==> src/rtl/pipeline_hazard_ctrl_pkg.sv <==
// Shared types and constants for the pipeline stall/flush sequencer.
package pipeline_hazard_ctrl_pkg;

  typedef enum logic [1:0] {
    IDLE = 2'd0,
    WAIT = 2'd1,
    DONE = 2'd2
  } state_e;

  localparam logic [4:0] REG_ZERO      = 5'd0;
  localparam int         SRAM_WAIT_DEF = 4;
  localparam int         WAIT_CNT_W    = 4;

  // Register 0 is hardwired to zero, so it can never carry a true dependency.
  function automatic logic reg_match(input logic [4:0] dst, input logic [4:0] src);
    return (dst != REG_ZERO) && (dst == src);
  endfunction

endpackage

==> src/rtl/pipeline_hazard_ctrl_hazard_detect.sv <==
// Combinational RAW comparator between the ID instruction and the EXE/MEM writers.
module hazard_detect
  import pipeline_hazard_ctrl_pkg::*;
#(
  parameter bit FWD_EN = 1'b1
) (
  input  logic [4:0] id_src1_i,
  input  logic [4:0] id_src2_i,
  input  logic       id_two_src_i,
  input  logic [4:0] exe_dst_i,
  input  logic       exe_wb_en_i,
  input  logic       exe_mem_r_en_i,
  input  logic [4:0] mem_dst_i,
  input  logic       mem_wb_en_i,
  output logic       hazard_o
);

  logic hits_exe;
  logic hits_mem;
  logic load_use;
  logic raw_any;

  assign hits_exe = reg_match(exe_dst_i, id_src1_i) |
                    (id_two_src_i & reg_match(exe_dst_i, id_src2_i));
  assign hits_mem = reg_match(mem_dst_i, id_src1_i) |
                    (id_two_src_i & reg_match(mem_dst_i, id_src2_i));

  assign load_use = exe_mem_r_en_i & exe_wb_en_i & hits_exe;
  assign raw_any  = (exe_wb_en_i & hits_exe) | (mem_wb_en_i & hits_mem);

  // With forwarding, only a load in EXE cannot be bypassed in time.
  assign hazard_o = FWD_EN ? load_use : raw_any;

endmodule

==> src/rtl/pipeline_hazard_ctrl.sv <==
// Stall/flush sequencer for the 5-stage pipeline: SRAM wait FSM, branch flush,
// data-hazard bubbles and saturating stall/flush performance counters.
module pipeline_hazard_ctrl
  import pipeline_hazard_ctrl_pkg::*;
#(
  parameter int SRAM_WAIT = SRAM_WAIT_DEF,
  parameter bit FWD_EN    = 1'b1,
  parameter int CNT_W     = 16
) (
  input  logic             clk,
  input  logic             rst,
  input  logic [4:0]       id_src1,
  input  logic [4:0]       id_src2,
  input  logic             id_two_src,
  input  logic [4:0]       exe_dst,
  input  logic             exe_wb_en,
  input  logic             exe_mem_r_en,
  input  logic [4:0]       mem_dst,
  input  logic             mem_wb_en,
  input  logic             mem_access,
  input  logic             br_taken,
  output logic             pc_freeze,
  output logic             ifid_freeze,
  output logic             ifid_flush,
  output logic             idex_freeze,
  output logic             idex_flush,
  output logic             exmem_freeze,
  output logic             sram_busy,
  output logic [CNT_W-1:0] stall_cnt,
  output logic [CNT_W-1:0] flush_cnt
);

  // The IDLE cycle that sees mem_access freezes too, so WAIT only covers the
  // remaining SRAM_WAIT-2 cycles; DONE then releases the MEM instruction.
  localparam logic [WAIT_CNT_W-1:0] WAIT_LOAD = WAIT_CNT_W'(SRAM_WAIT - 2);

  state_e                state_q, state_d;
  logic [WAIT_CNT_W-1:0] wait_cnt_q, wait_cnt_d;
  logic [CNT_W-1:0]      stall_cnt_q, flush_cnt_q;
  logic                  hazard;
  logic                  sram_freeze;

  hazard_detect #(.FWD_EN(FWD_EN)) u_hazard_detect (
    .id_src1_i      (id_src1),
    .id_src2_i      (id_src2),
    .id_two_src_i   (id_two_src),
    .exe_dst_i      (exe_dst),
    .exe_wb_en_i    (exe_wb_en),
    .exe_mem_r_en_i (exe_mem_r_en),
    .mem_dst_i      (mem_dst),
    .mem_wb_en_i    (mem_wb_en),
    .hazard_o       (hazard)
  );

  // NOTE: every always_comb output gets a default first so no path leaves it
  // unassigned, which would otherwise infer a latch.
  always_comb begin
    state_d    = state_q;
    wait_cnt_d = wait_cnt_q;
    unique case (state_q)
      IDLE: begin
        if (mem_access) begin
          if (WAIT_LOAD == '0) begin
            state_d = DONE;
          end else begin
            state_d    = WAIT;
            wait_cnt_d = WAIT_LOAD;
          end
        end
      end
      WAIT: begin
        wait_cnt_d = wait_cnt_q - 1'b1;
        if (wait_cnt_d == '0) state_d = DONE;
      end
      DONE:    state_d = IDLE;
      default: state_d = IDLE;
    endcase
  end

  assign sram_freeze = ((state_q == IDLE) && mem_access) || (state_q == WAIT);

  always_comb begin
    pc_freeze    = 1'b0;
    ifid_freeze  = 1'b0;
    ifid_flush   = 1'b0;
    idex_freeze  = 1'b0;
    idex_flush   = 1'b0;
    exmem_freeze = 1'b0;
    sram_busy    = 1'b0;
    if (rst) begin
      // Everything stays released while reset is asserted.
    end else if (sram_freeze) begin
      sram_busy    = 1'b1;
      pc_freeze    = 1'b1;
      ifid_freeze  = 1'b1;
      idex_freeze  = 1'b1;
      exmem_freeze = 1'b1;
    end else if (br_taken) begin
      // ID holds a wrong-path instruction, so a pending hazard is moot.
      ifid_flush = 1'b1;
      idex_flush = 1'b1;
    end else if (hazard) begin
      pc_freeze   = 1'b1;
      ifid_freeze = 1'b1;
      idex_flush  = 1'b1;
    end
  end

  // NOTE: state registers use non-blocking assignments so all flops sample
  // the pre-edge values, independent of statement order.
  always_ff @(posedge clk) begin
    if (rst) begin
      state_q     <= IDLE;
      wait_cnt_q  <= '0;
      stall_cnt_q <= '0;
      flush_cnt_q <= '0;
    end else begin
      state_q    <= state_d;
      wait_cnt_q <= wait_cnt_d;
      if (pc_freeze && (stall_cnt_q != '1)) stall_cnt_q <= stall_cnt_q + 1'b1;
      if (ifid_flush && (flush_cnt_q != '1)) flush_cnt_q <= flush_cnt_q + 1'b1;
    end
  end

  assign stall_cnt = stall_cnt_q;
  assign flush_cnt = flush_cnt_q;

endmodule

==> config.mk <==
export PLATFORM = sky130hd
export DESIGN_NAME = pipeline_hazard_ctrl
export DESIGN_NICKNAME = d
export VERILOG_FILES = /design/src/rtl/pipeline_hazard_ctrl_pkg.sv /design/src/rtl/pipeline_hazard_ctrl_hazard_detect.sv /design/src/rtl/pipeline_hazard_ctrl.sv
export SDC_FILE = /design/constraint.sdc
export NUM_CORES = 1
export LEC_CHECK = 0
export BUFFER_PORTS_ARGS = -buffer_cell sky130_fd_sc_hd__clkbuf_2
export CORE_MARGIN = 5
export CORE_UTILIZATION = 45
export CTS_BUF_LIST = sky130_fd_sc_hd__clkbuf_16
export DETAILED_ROUTE_END_ITERATION = 12
export HOLD_SLACK_MARGIN = 0.05
export PLACE_DENSITY = 0.74
export SLEW_MARGIN = 30
export SYNTH_ARGS = -nofsm -noshare
export SYNTH_HDL_FRONTEND = slang
export SYNTH_SLANG_ARGS = --single-unit
==> constraint.sdc <==
create_clock -name clk -period 2.2 [get_ports clk]
set_input_delay 0.44 -clock clk [delete_from_list [all_inputs] [get_ports clk]]
set_output_delay 0.44 -clock clk [all_outputs]
set_load 0.02 [all_outputs]
==> results of run 1 <==
-- timing repair --
item,in CTS,in global routing
hold buffers,0,0
resized for setup,4,8
setup buffers,1,1
endpoints found under the setup margin,3,4
pin swaps,3,2
-- metal layers --
layer / track usage (%) / up-vias / part of all wire [%]
met4: 9.441 / 0 / 1.8
li1: - / 1053 / -
met5: 0 / - / 0
met2: 29.37 / 51 / 47
met3: 3.670 / 5 / 4.9
met1: 21.29 / 970 / 47
-- layout make-up --
cell class                 count  share of cell area (%)
multi-input combinational    193                   46.00
sequential                    38                   27.66
timing repair buffer          82                   17.65
clock buffer                   5                   4.550
tap                           54                   2.457
inverter                       9                   1.228
clock inverter                 3                  0.4550
-- Yosys cell counts (3+ instances only) --
master     n
nand3_1   15
xnor2_1   22
clkbuf_1   4
and4_1     3
o21ai_1    6
dfxtp_1   38
or4_1      6
xor2_1     4
or3_1      8
nor3_1    13
inv_1      8
buf_4      3
nand4_1    9
ha_1       4
o31ai_1    6
nand2_1   11
nor2b_1    5
and3_1     4
nor2_1    32
nand2b_1   3
a21oi_1   11
nor4_1     8
-- kinds of logic (layout without fill, tap and decap cells) --
group / after synthesis / in the layout / share of synthesized area (%)
and+or+nand+nor: 121 / 121 / 30.01
AOI/OAI and AO/OA: 38 / 38 / 13.05
DFF: 38 / 38 / 36.06
xor gates and xnor gates: 26 / 26 / 10.79
buffers and inverters: 22 / 99 / 5.456
adders and majority gates: 4 / 4 / 2.373
muxes: 4 / 4 / 2.254
-- report_power, final --
group          switching (mW)  leakage (nW)  internal [mW]  total, mW
Combinational           0.110         0.731         0.0910      0.201
Clock                   0.265        0.0724          0.409      0.674
Sequential             0.0130         0.307          0.702      0.715
Total                   0.388          1.11           1.20       1.59
-- how the worst max path moves through the flow --
stage | cells after the start | start | endpoint | slack [ps]
after global placement | 7 | exe_dst[1] | pc_freeze | -80
after global routing | 7 | exe_dst[3] | idex_flush | -90
after floorplan | 6 | exe_dst[1] | pc_freeze | 60
after CTS | 7 | exe_dst[3] | idex_flush | -60
after detailed placement | 7 | exe_dst[1] | ifid_freeze | -110
final | 7 | exe_dst[3] | idex_flush | -40
-- through the flow --
| step | setup TNS (ps) | setup slack [ps] | hold WS [ps] | power (mW) | cells |
|---|---|---|---|---|---|
| 2_1_floorplan | 0 | 60.28 | 495.2 | 0.8551 | 253 |
| 3_3_place_gp | -250.7 | -80.79 | 491.9 | 0.9176 | 374 |
| 3_5_place_dp | -583.2 | -105.5 | 507.5 | 0.9225 | 374 |
| 4_1_cts | -117.5 | -61.37 | 481.7 | 1.603 | 383 |
| 5_1_grt | -245.7 | -86.67 | 530.1 | 1.661 | 384 |
| 6_report | -72.08 | -42.19 | 489.6 | 1.590 | 384 |
-- registers in the layout (all words and copies together), names as in the netlist --
signal / flops
stall_cnt: 16
state_q: 2
wait_cnt_q: 4
flush_cnt: 16
-- worst max-delay path, cell delays in order --
cell and delay (ps):
clkbuf_2 110, or4_4 550, o211ai_4 190, and2b_1 210
nor2_1 80, nor3_1 50, buf_4 170
==> impl_metrics.py, run 1 <==
metrics = {
    "min_path": {
        "hp-class": "primary input to flip-flop",
        "hold_end": "state_q[0]",
        "whs_path_depth": 3,
        "hp-start": "mem_access",
    },
    "floorplan": {
        "die_y_um": 78.47,
        "die_x_um": 78.47,
        "core-area_um2": 4629,
        "die_area_um2": 6157,
        "ios": 67,
        "rows": 25,
        "start_util_pct": 45.57,
    },
    "detailed_routing": {
        "first_pass_iters": 4,
        "wirelength_mm": 5.169,
        "routedWlPerCell_um": 13.46,
        "dr.first_iter.drc_count": 77,
        "vias": 2079,
        "ant_nets": 0,
        "vias_per_cell": 5.414,
        "drc_errors": 0,
    },
    "finish": {
        "fillers": 449,
        "synthToLayoutAreaGrowth_pct": 30.37,
        "finish.instance_area_um2": 2750,
        "antenna_cells": 0,
        "final_cell_mix": "57 x clkbuf_2, 38 x dfxtp_1, 31 x nor2_1",
        "final_util_pct": 59.41,
        "nNetsFinal": 361,
        "final_common_cell": "clkbuf_2",
        "multi_input_comb_area_um2": 1265,
        "seq_area_um2": 760.7,
        "drive_above_1_share_pct": 31.21,
    },
    "clock_network": {
        "clk_latency_ps": 280,
        "cts_buffers": 5,
        "clock_sinks": 38,
        "cts.clk_slew.worst_paths_ps": 60,
        "cts_tree": "yes",
        "root_buffer": "clkbuf_16",
        "clock_path_buffers": 2,
        "htree_num_levels": 2,
    },
    "timing": {
        "setup_slack_ps": -42.19,
        "slew_violations": 0,
        "timing.fmax_mhz": 446.0,
        "fin_skew_ps": 5.979,
        "rsz0062_at_grt": "yes",
        "setup_violations": 3,
        "fin_crit_ps": 2242,
        "fin_crit_sh_pct": 101.9,
        "final-hold-violation-count": 0,
        "slew_headroom_pct": 69.47,
        "worstMarginPinSlew_ps": 453.7,
    },
    "global_routing": {
        "antenna_found_initial": 0,
        "grt_max_degree": 35,
        "grt_util_all_layers_pct": 17.66,
        "grt_overflow": 0,
        "grt_pass1_wl_mm": 8.894,
        "grt_pass1_vias": 1980,
    },
    "synthesis": {
        "synth.distinct_cells": 48,
        "syn_avg_cell_area_um2": 8.338,
        "synth_top_area_cell": "dfxtp_1",
        "synth_top_area_share_pct": 36.06,
        "syn-num-nets": 285,
        "synth_enable_flop_cells": 0,
        "async_flop_share_pct": 0,
        "syn_area_um2": 2110,
        "ys_seq_area_share_pct": 36.06,
        "ys_warn_count": 0,
        "synth_cells": 253,
        "ys_ff_latch": 38,
        "synthTopCellsByArea": "dfxtp_1 36%, xnor2_1 9.1%, nor2_1 5.7%",
        "ys.flop_type": "dfxtp_1",
    },
    "critical_path": {
        "r2r_end": "stall_cnt[13]",
        "r2r_start": "stall_cnt[0]",
        "crit_arrival_ps": 1800,
        "critPathKind": "primary input to primary output",
        "critPathLaunchType": "primary input",
        "rrSetupSlack_ps": 190,
        "cp_max_fo": 3,
        "rr_worst_depth": 8,
        "cp-end-kind": "primary output",
        "critPathRequiredTime_ps": 1760,
    },
    "placement": {
        "placed_area_um2": 2559,
        "hpwl_mm": 3.818,
        "gp_congestion": 0.7854,
        "io_buffers": 60,
    },
    "run": {
        "cap_violations": 0,
    },
    "power": {
        "max-vdd-ir-drop_v": 0.0004939,
        "leakagePower_nw": 1.111,
        "power.density_nw_per_um2": 578.1,
    },
    "run_status": {
        "failed_checks": "negative setup slack",
        "run_status": "finished, violations left",
    },
}
No activity file was read; power rests on OpenSTA's default activity.
==> inputs of run 2 (changes only) <==
Clock period 2.2 ns to 2.7 ns, I/O delays scaled along.
==> impl_metrics.py, run 2 (same netlist as run 1, synthesis figures left out) <==
metrics = {
    "finish": {
        "final_cells": 366,
        "synthToLayoutAreaGrowth_pct": 22.30,
        "final_common_cell": "clkbuf_2",
        "nNetsFinal": 343,
        "final_cell_mix": "60 x clkbuf_2, 38 x dfxtp_1, 32 x nor2_1",
        "antenna_cells": 0,
        "finish.instance_area_um2": 2580,
        "fillers": 457,
        "drive_above_1_share_pct": 25.96,
        "final_util_pct": 55.73,
    },
    "global_routing": {
        "grt_pass1_wl_mm": 8.431,
        "grt_overflow": 0,
        "grt_pass1_vias": 1889,
        "grt_max_degree": 24,
        "antenna_found_initial": 0,
        "grt_util_all_layers_pct": 16.80,
    },
    "critical_path": {
        "cp-end-kind": "primary output",
        "critPathLaunchType": "primary input",
        "critPathKind": "primary input to primary output",
        "r2r_end": "stall_cnt[11]",
        "rrSetupSlack_ps": 560,
        "crit_arrival_ps": 1960,
        "critPathRequiredTime_ps": 2160,
        "cp_max_fo": 3,
        "rr_worst_depth": 7,
        "r2r_start": "stall_cnt[0]",
    },
    "detailed_routing": {
        "wirelength_mm": 4.919,
        "drc_errors": 0,
        "routedWlPerCell_um": 13.44,
        "dr.first_iter.drc_count": 88,
        "vias_per_cell": 5.495,
        "first_pass_iters": 4,
        "ant_nets": 0,
        "vias": 2011,
    },
    "power": {
        "max-vdd-ir-drop_v": 0.0003115,
        "power.density_nw_per_um2": 501.5,
        "leakagePower_nw": 1.005,
    },
    "placement": {
        "hpwl_mm": 3.686,
        "gp_congestion": 0.7904,
        "io_buffers": 60,
        "placed_area_um2": 2439,
        "dp.cells": 358,
    },
    "timing": {
        "fin_crit_sh_pct": 92.50,
        "setup_violations": 0,
        "slew_headroom_pct": 70.54,
        "worstMarginPinSlew_ps": 437.8,
        "fin_skew_ps": 4.860,
        "finalHoldWorstSlack_ps": 516.2,
        "rsz0062_at_grt": "no",
        "final-hold-violation-count": 0,
        "finalSetupTns_ps": 0,
        "fin_crit_ps": 2497,
        "slew_violations": 0,
        "timing.fmax_mhz": 400.4,
    },
    "floorplan": {
        "die_y_um": 78.47,
        "core-area_um2": 4629,
        "ios": 67,
        "start_util_pct": 45.57,
        "die_area_um2": 6157,
        "rows": 25,
        "die_x_um": 78.47,
    },
    "min_path": {
        "hold_end": "stall_cnt[6]",
        "whs_path_depth": 2,
        "hp-start": "stall_cnt[6]",
        "hp-class": "flip-flop to flip-flop",
    },
    "clock_network": {
        "clock_path_buffers": 2,
        "postCtsResizedCells": 0,
        "cts.clk_slew.worst_paths_ps": 60,
        "htree_num_levels": 2,
        "root_buffer": "clkbuf_16",
        "cts_buffers": 5,
        "cts_tree": "yes",
        "clock_sinks": 38,
        "postCtsHoldBufs": 0,
        "clk_latency_ps": 280,
        "cts_setup_buffers": 0,
    },
    "run_status": {
        "run_status": "complete, no violations",
    },
    "run": {
        "cap_violations": 0,
    },
}
[run 2: cell types whose count changed in the layout (fill, tap and decap cells not counted), sizes merged]
cell | before | now
buf | 25 | 4
inv | 10 | 9
clkinvlp | 0 | 1
clkbuf | 62 | 65
[run 2: where the power goes]
| part | switching (mW) | leakage (nW) | internal, mW |
|---|---|---|---|
| Combinational | 0.0844 | 0.631 | 0.0620 |
| Sequential | 0.0108 | 0.307 | 0.572 |
| Clock | 0.228 | 0.0672 | 0.337 |
| Total | 0.324 | 1.01 | 0.970 |
[run 2: layout make-up]
| class | count | area [um2] | share of cell area (%) |
|---|---|---|---|
| Clock inverter | 3 | 16.27 | 0.6305 |
| Sequential cell | 38 | 760.7 | 29.49 |
| Clock buffer | 5 | 125.1 | 4.850 |
| Inverter | 9 | 33.78 | 1.309 |
| Multi-Input combinational cell | 193 | 1234 | 47.82 |
| Tap cell | 54 | 67.56 | 2.619 |
| Timing Repair Buffer | 64 | 342.8 | 13.29 |
[run 2: stage by stage]
| step | worst slack, ps | power [mW] |
|---|---|---|
| floorplan | 360.3 | 0.6968 |
| global route | 129.9 | 1.355 |
| finish | 202.6 | 1.294 |
| detailed placement | 172.8 | 0.7425 |
| CTS | 171.1 | 1.311 |
| global placement | 171.6 | 0.7381 |
[run 2: how the worst max path moves through the flow]
stage / endpoint / depth (start not counted) / from
after floorplan: pc_freeze / 6 / exe_dst[1]
final: pc_freeze / 7 / exe_dst[1]
after global placement: ifid_freeze / 7 / exe_dst[1]
after CTS: ifid_freeze / 7 / exe_dst[1]
after global routing: ifid_freeze / 7 / exe_dst[1]
after detailed placement: ifid_freeze / 7 / exe_dst[1]
[run 2: routing by layer]
metal | GRT usage [%] | wire length [um] | part of all wire (%)
met4 | 5.769 | 68 | 1.4
met5 | 0 | 0 | 0
met2 | 28.68 | 2352 | 48
met3 | 5.505 | 300 | 6.1
met1 | 19.69 | 2198 | 45
[run 2: worst max-delay path, stage by stage]
cell and delay (ps):
clkbuf_2 120, or4_1 540, o211ai_2 180, nor2_2 70, a21oi_1 260, nor2_1 90, clkbuf_2 160
